<file path="src/rtl/rng.sv">
// ---------------------------------------------------------------------------
// rng -- free-running 32-bit pseudo-random number generator
//
// Combines a 43-bit Fibonacci LFSR (taps 42, 41, 20, 1) with a 37-bit hybrid
// rule-90/150 cellular automaton (rule 150 on cell 27 only, cyclic
// boundaries). Each clock either reloads both registers from a seed or steps
// them. The output word is the XOR of the LFSR's low 32 bits with the CASR's
// high 32 bits.
//
// Ports:
//   clk         system clock, rising edge
//   reset       asynchronous active-low reset (lfsr = 1, casr = 1)
//   loadseed_i  load seed_i on the next rising edge instead of stepping
//   seed_i      32-bit seed; zero is replaced by 1 to avoid lock-up
//   number_o    current random word, combinational from the registers
// ---------------------------------------------------------------------------
module rng (
    input  logic        clk,
    input  logic        reset,
    input  logic        loadseed_i,
    input  logic [31:0] seed_i,
    output logic [31:0] number_o
);

    localparam int LFSR_W     = 43;
    localparam int CASR_W     = 37;
    // The single rule-150 cell that breaks the symmetry of a pure rule-90 ring.
    localparam int CA150_CELL = 27;

    logic [LFSR_W-1:0] lfsr;
    logic [CASR_W-1:0] casr;
    logic [LFSR_W-1:0] lfsr_step;
    logic [CASR_W-1:0] casr_step;
    logic [LFSR_W-1:0] lfsr_seed;
    logic [CASR_W-1:0] casr_seed;
    logic              lfsr_fb;
    logic              seed_is_zero;

    // Next-state values for both the step and the load paths.
    // NOTE: every always_comb output gets a value at the top of the block so
    // no path leaves it unassigned and no latch is inferred.
    always_comb begin
        lfsr_fb      = 1'b0;
        lfsr_step    = '0;
        casr_step    = '0;
        lfsr_seed    = '0;
        casr_seed    = '0;
        seed_is_zero = 1'b0;

        lfsr_fb   = lfsr[42] ^ lfsr[41] ^ lfsr[20] ^ lfsr[1];
        lfsr_step = {lfsr[LFSR_W-2:0], lfsr_fb};

        // Rule 90 on a ring: rotate-left supplies casr[i-1] (cell 0 sees cell
        // 36), rotate-right supplies casr[i+1] (cell 36 sees cell 0).
        casr_step = {casr[CASR_W-2:0], casr[CASR_W-1]} ^
                    {casr[0], casr[CASR_W-1:1]};
        // Rule 150 additionally folds in the cell's own value.
        casr_step[CA150_CELL] = casr_step[CA150_CELL] ^ casr[CA150_CELL];

        // A zero seed would freeze both generators at zero forever, so it
        // behaves exactly like reset instead.
        seed_is_zero = (seed_i == 32'h0);
        if (seed_is_zero) begin
            lfsr_seed = LFSR_W'(1);
            casr_seed = CASR_W'(1);
        end else begin
            lfsr_seed = {11'b0, seed_i};
            casr_seed = {5'b0, seed_i};
        end
    end

    // Reset has priority over load, load over step; a load cycle never steps.
    // NOTE: state registers use non-blocking assignments so every register
    // samples the pre-edge values of the others, independent of block order.
    always_ff @(posedge clk or negedge reset) begin
        if (!reset) begin
            lfsr <= LFSR_W'(1);
            casr <= CASR_W'(1);
        end else if (loadseed_i) begin
            lfsr <= lfsr_seed;
            casr <= casr_seed;
        end else begin
            lfsr <= lfsr_step;
            casr <= casr_step;
        end
    end

    assign number_o = lfsr[31:0] ^ casr[CASR_W-1:5];

endmodule

</file>
<file path="config.mk">
export PLATFORM = sky130hd
export DESIGN_NAME = rng
export DESIGN_NICKNAME = d
export VERILOG_FILES = /design/src/rtl/rng.sv
export SDC_FILE = /design/constraint.sdc
export NUM_CORES = 1
export LEC_CHECK = 0
export CAP_MARGIN = 20
export CORE_UTILIZATION = 40
export DETAILED_ROUTE_END_ITERATION = 8
export PLACE_DENSITY = 0.67
export SLEW_MARGIN = 20
export SYNTH_ARGS = -nofsm -noshare
export SYNTH_HDL_FRONTEND = slang
export SYNTH_SLANG_ARGS = --single-unit
</file>
<file path="constraint.sdc">
create_clock -name clk -period 0.9 [get_ports clk]
set_input_delay 0.09 -clock clk [delete_from_list [all_inputs] [get_ports clk]]
set_output_delay 0.09 -clock clk [all_outputs]
set_load 0.005 [all_outputs]
</file>
==> summary.md <==
| Metric | Value |
|---|---|
| Wire length of the first global-routing pass | 13010 µm |
| Number of different library cells in the post-synthesis netlist | 16 |
| Met1 Track Usage GR | 26.99% |
| Number of max-slew violations in the final report | 0 |
| Worst Setup End Kind | output pin |
| Synth Area in Adders | 0% |
| Switching power share of the total | 30.16% |
| Total of buffers placed on input and output ports | 66 |
| Dominant cells by area after synthesis | sky130_fd_sc_hd__dfrtp_1 (57%), sky130_fd_sc_hd__xnor2_1 (9.7%), sky130_fd_sc_hd__xor2_1 (8.9%) |
| Final Skew | 0.008345 ns |
| Number of vias per cell | 4.712 |
| Most instantiated cells after synthesis | sky130_fd_sc_hd__dfrtp_1 (78), sky130_fd_sc_hd__o21ai_1 (61), sky130_fd_sc_hd__xnor2_1 (38) |
| Initial core utilization | 41.74% |
| Sequential-to-total area share from yosys stat | 58.15% |
| Std cell rows | 33 |
| DPL Wire Length | 5747 µm |
| Startpoint type of the worst setup path | flip-flop |
| Combined area of all synthesized cells | 0.003447 mm² |
| CTS H-tree depth | 3 |
| Post-detailed-route DRC marker count | 0 |
| Worst hold path depth | 3 |
| Final cell count without fillers | 570 |
| Internal Pwr Total | 8.277 mW |
| Number of warnings printed during yosys synthesis | 0 |
| Relative slew margins | 80.66% |
| Number of DRC markers after the initial detailed-route iteration | 138 |
| Final worst-path cycle share | 143.2% |
| Result of the run | complete, but fails checks |
| R2R setup slack | -0.15 ns |
| Number of ports placed on the die boundary | 67 |
| Met3 demand-to-capacity share in global routing | 2.738% |
| Psw | 3.575 mW |
| Worst Hold Endpoint | casr[2] |
| Cell with the most instances after synthesis | sky130_fd_sc_hd__dfrtp_1 |
| Dominant combinational cell family by area after synthesis | XOR/XNOR gates |
| Combinational power share | 37.7% |
| Gate count after technology mapping | 319 |
| Violations in the final reports | setup timing |
| Fraction of synthesized cell area in xor and xnor cells | 18.55% |
| Final estimated routing congestion in global placement | 0.8046 |
| Via count of the first global-routing pass | 2763 |
| Sum of routed wire length over all layers | 8304 µm |
| RSZ-0062 raised after global routing | true |
| Async set-or-reset flop fraction in the synthesized netlist | 100.0% |
| Launch instance of the worst register-to-register path | lfsr[20] |
| Top achievable clock speed | 775.8 MHz |
| Clk sinks | 80 |
| Portion of total power attributed to sequential cells | 39.5% |
| Clock latency at the later pin of the worst-skew pair | 0.33 ns |
| Number of buffers added by the clock tree synthesis step | 9 |
| Floorplan die height | 94.83 µm |
| Final Hold Vio Count | 0 |
| P&R area growth vs syn | 50.60% |
| Global-route layer with the greatest usage | met2 |
| Width of the die | 94.83 µm |
| Endpoint of the lowest-slack register-to-register path | lfsr[0] |
| Area of the die | 0.008993 mm² |
| Transition time of the tightest slew-check pin | 0.2878 ns |
| Total via count after detailed routing | 2686 |
| Overflow after GRT | 0 |
| Crit path time final | 1.289 ns |
| TritonCTS clock tree | done |
| Crit Path Class | reg -> out |
| Gr usage total | 19.11% |
| Maximum fanout along the worst path | 2 |
| ANT nets after route | 0 |
| Area share of and/or/nand/nor cells after synthesis | 8.639% |
| Main flop type after synthesis | sky130_fd_sc_hd__dfrtp_1 |
| Number of max-capacitance violations reported | 0 |
| Layout Nets | 495 |
| Maximum vdd drop | 1.017 mV |
| Number of placed cells counting well taps | 540 |
| CP Data Required Time | 0.81 ns |
| Portion of netlist area occupied by mux cells | 0% |
| Final critical-path setup slack | -0.3889 ns |
| Pin count of the biggest net entering global routing | 36 |
| First-pass detailed-route iteration total | 4 |
| CTS root buffer | sky130_fd_sc_hd__clkbuf_8 |
| Clk pwr share | 22.8% |
| Share of the synthesized area in compound gates (AO/OA/AOI/OAI) | 9.583% |
| Portion of synthesized cell area occupied by the leading cell type | 56.62% |
| Cell type with the largest total area after synthesis | sky130_fd_sc_hd__dfrtp_1 |
| Clock tree buffer depth | 2 |
| Post-Synthesis Net Count | 354 |
| Setup-violating endpoint count in the final report | 42 |
| Origin of the worst min-delay path | seed_i[2] |
| Antenna diode count | 0 |
| Number of enable flip-flop cells after synthesis | 0 |
| Initial antenna violation count | 0 |
| Mean area per synthesized cell | 10.81 µm² |
| Number of storage elements in the synthesis netlist | 80 |
| Share of cells above drive strength 1 | 37.20% |
| Total power draw | 11.85 mW |
| Met2 track utilization from global routing | 30.40% |
| Leak | 2.563 nW |
| Hold WC Path Type | in -> reg |
| Power density over the cells | 2283 mW/mm² |
| DR WL/cell | 14.57 µm |
| Worst Reg2Reg Path Length in Cells | 4 |
| Area inside the core boundary | 0.008258 mm² |
| Clock transition at the registers of the reported paths | 0.08 ns |
| Arrival time of data at the critical path endpoint | 1.20 ns |
## how the worst max path moves through the flow
stage	from	end	slack, ns	cells past startpoint
CTS	lfsr[0]	number_o[0]	-0.40	2
detailed placement	seed_i[0]	lfsr[0]	-0.70	6
finish	lfsr[0]	number_o[0]	-0.39	2
global placement	seed_i[0]	casr[0]	-0.69	6
floorplan	casr[27]	casr[27]	0.002	3
global route	lfsr[0]	number_o[0]	-0.43	2
## state kept, by name, indices dropped and copies added, names as in the netlist
register / flops
lfsr: 43
casr: 37
## layout make-up
class / count / area (µm²)
clock buffers: 12 / 155.1
flip-flops and latches: 80 / 2004
inverters: 31 / 116.4
repair buffers: 142 / 1170
fillers: 686 / 3067
clock inverters: 4 / 51.30
well taps: 105 / 131.4
multi-input cells: 196 / 1563
## cells in the final DEF (no fill, tap or decap), drive strengths merged, types with 2 or more instances in the layout
| cell type | count |
|---|---|
| buf | 111 |
| dfrtp | 78 |
| o21ai | 63 |
| xnor2 | 38 |
| xor2 | 35 |
| inv | 32 |
| nand2 | 31 |
| dlygate4sd2 | 22 |
| clkbuf | 13 |
| nor2b | 12 |
| nor4 | 8 |
| nor2 | 5 |
| clkdlybuf4s15 | 5 |
| nand4 | 2 |
| o21a | 2 |
| dfstp | 2 |
## critical path: stages (launching register included)
cell	delay, ns
sky130_fd_sc_hd__dfstp_2	0.56
sky130_fd_sc_hd__xor2_1	0.17
sky130_fd_sc_hd__buf_2	0.14
## per-layer routing
metal / wire length [µm] / vias to the layer above
li1: - / 1299
met1: 3843 / 1309
met2: 4043 / 70
met3: 338 / 8
met4: 78 / 0
met5: 0 / -
## metrics by stage
stage | util, % | TNS (ns) | instance area [µm²] | hold WS [ns] | setup slack [ns]
2_1_floorplan | - | 0 | 3447 | -0.2056 | 0.001849
4_1_cts | 59.73 | -8.542 | 4932 | 0.1472 | -0.4003
6_report | 62.86 | -8.026 | 5191 | 0.05067 | -0.3889
3_3_place_gp | 56.77 | -10.48 | 4688 | -0.03606 | -0.6895
5_1_grt | 62.86 | -10.28 | 5191 | 0.06534 | -0.4251
3_5_place_dp | 56.77 | -10.55 | 4688 | -0.03343 | -0.6998
## power by group through the flow
| stage | registers, mW | logic, mW | clock network (mW) |
|---|---|---|---|
| CTS | 4.63 | 3.96 | 2.77 |
| global route | 4.75 | 4.87 | 2.90 |
| global placement | 4.67 | 3.99 | 0 |
| floorplan | 4.80 | 1.57 | 0 |
| detailed placement | 4.69 | 4.02 | 0 |
| finish | 4.68 | 4.47 | 2.70 |
## what timing repair did
| item | 4_1_cts | 5_1_grt |
|---|---|---|
| setup buffers | 13 | 19 |
| pin swaps | 44 | 58 |
| endpoints found under the hold margin | 80 | 0 |
| setup endpoints to repair | 44 | 64 |
| hold buffers | 1 | 0 |
| resized for setup | 189 | 55 |
## kinds of logic after synthesis
kind of cell,count (synthesis)
flip-flops,80
AND/OR/NAND/NOR,58
XOR/XNOR,73
AO/OA/AOI/OAI,65
buffers and inverters,43
Power figures use the tool's default switching activity.
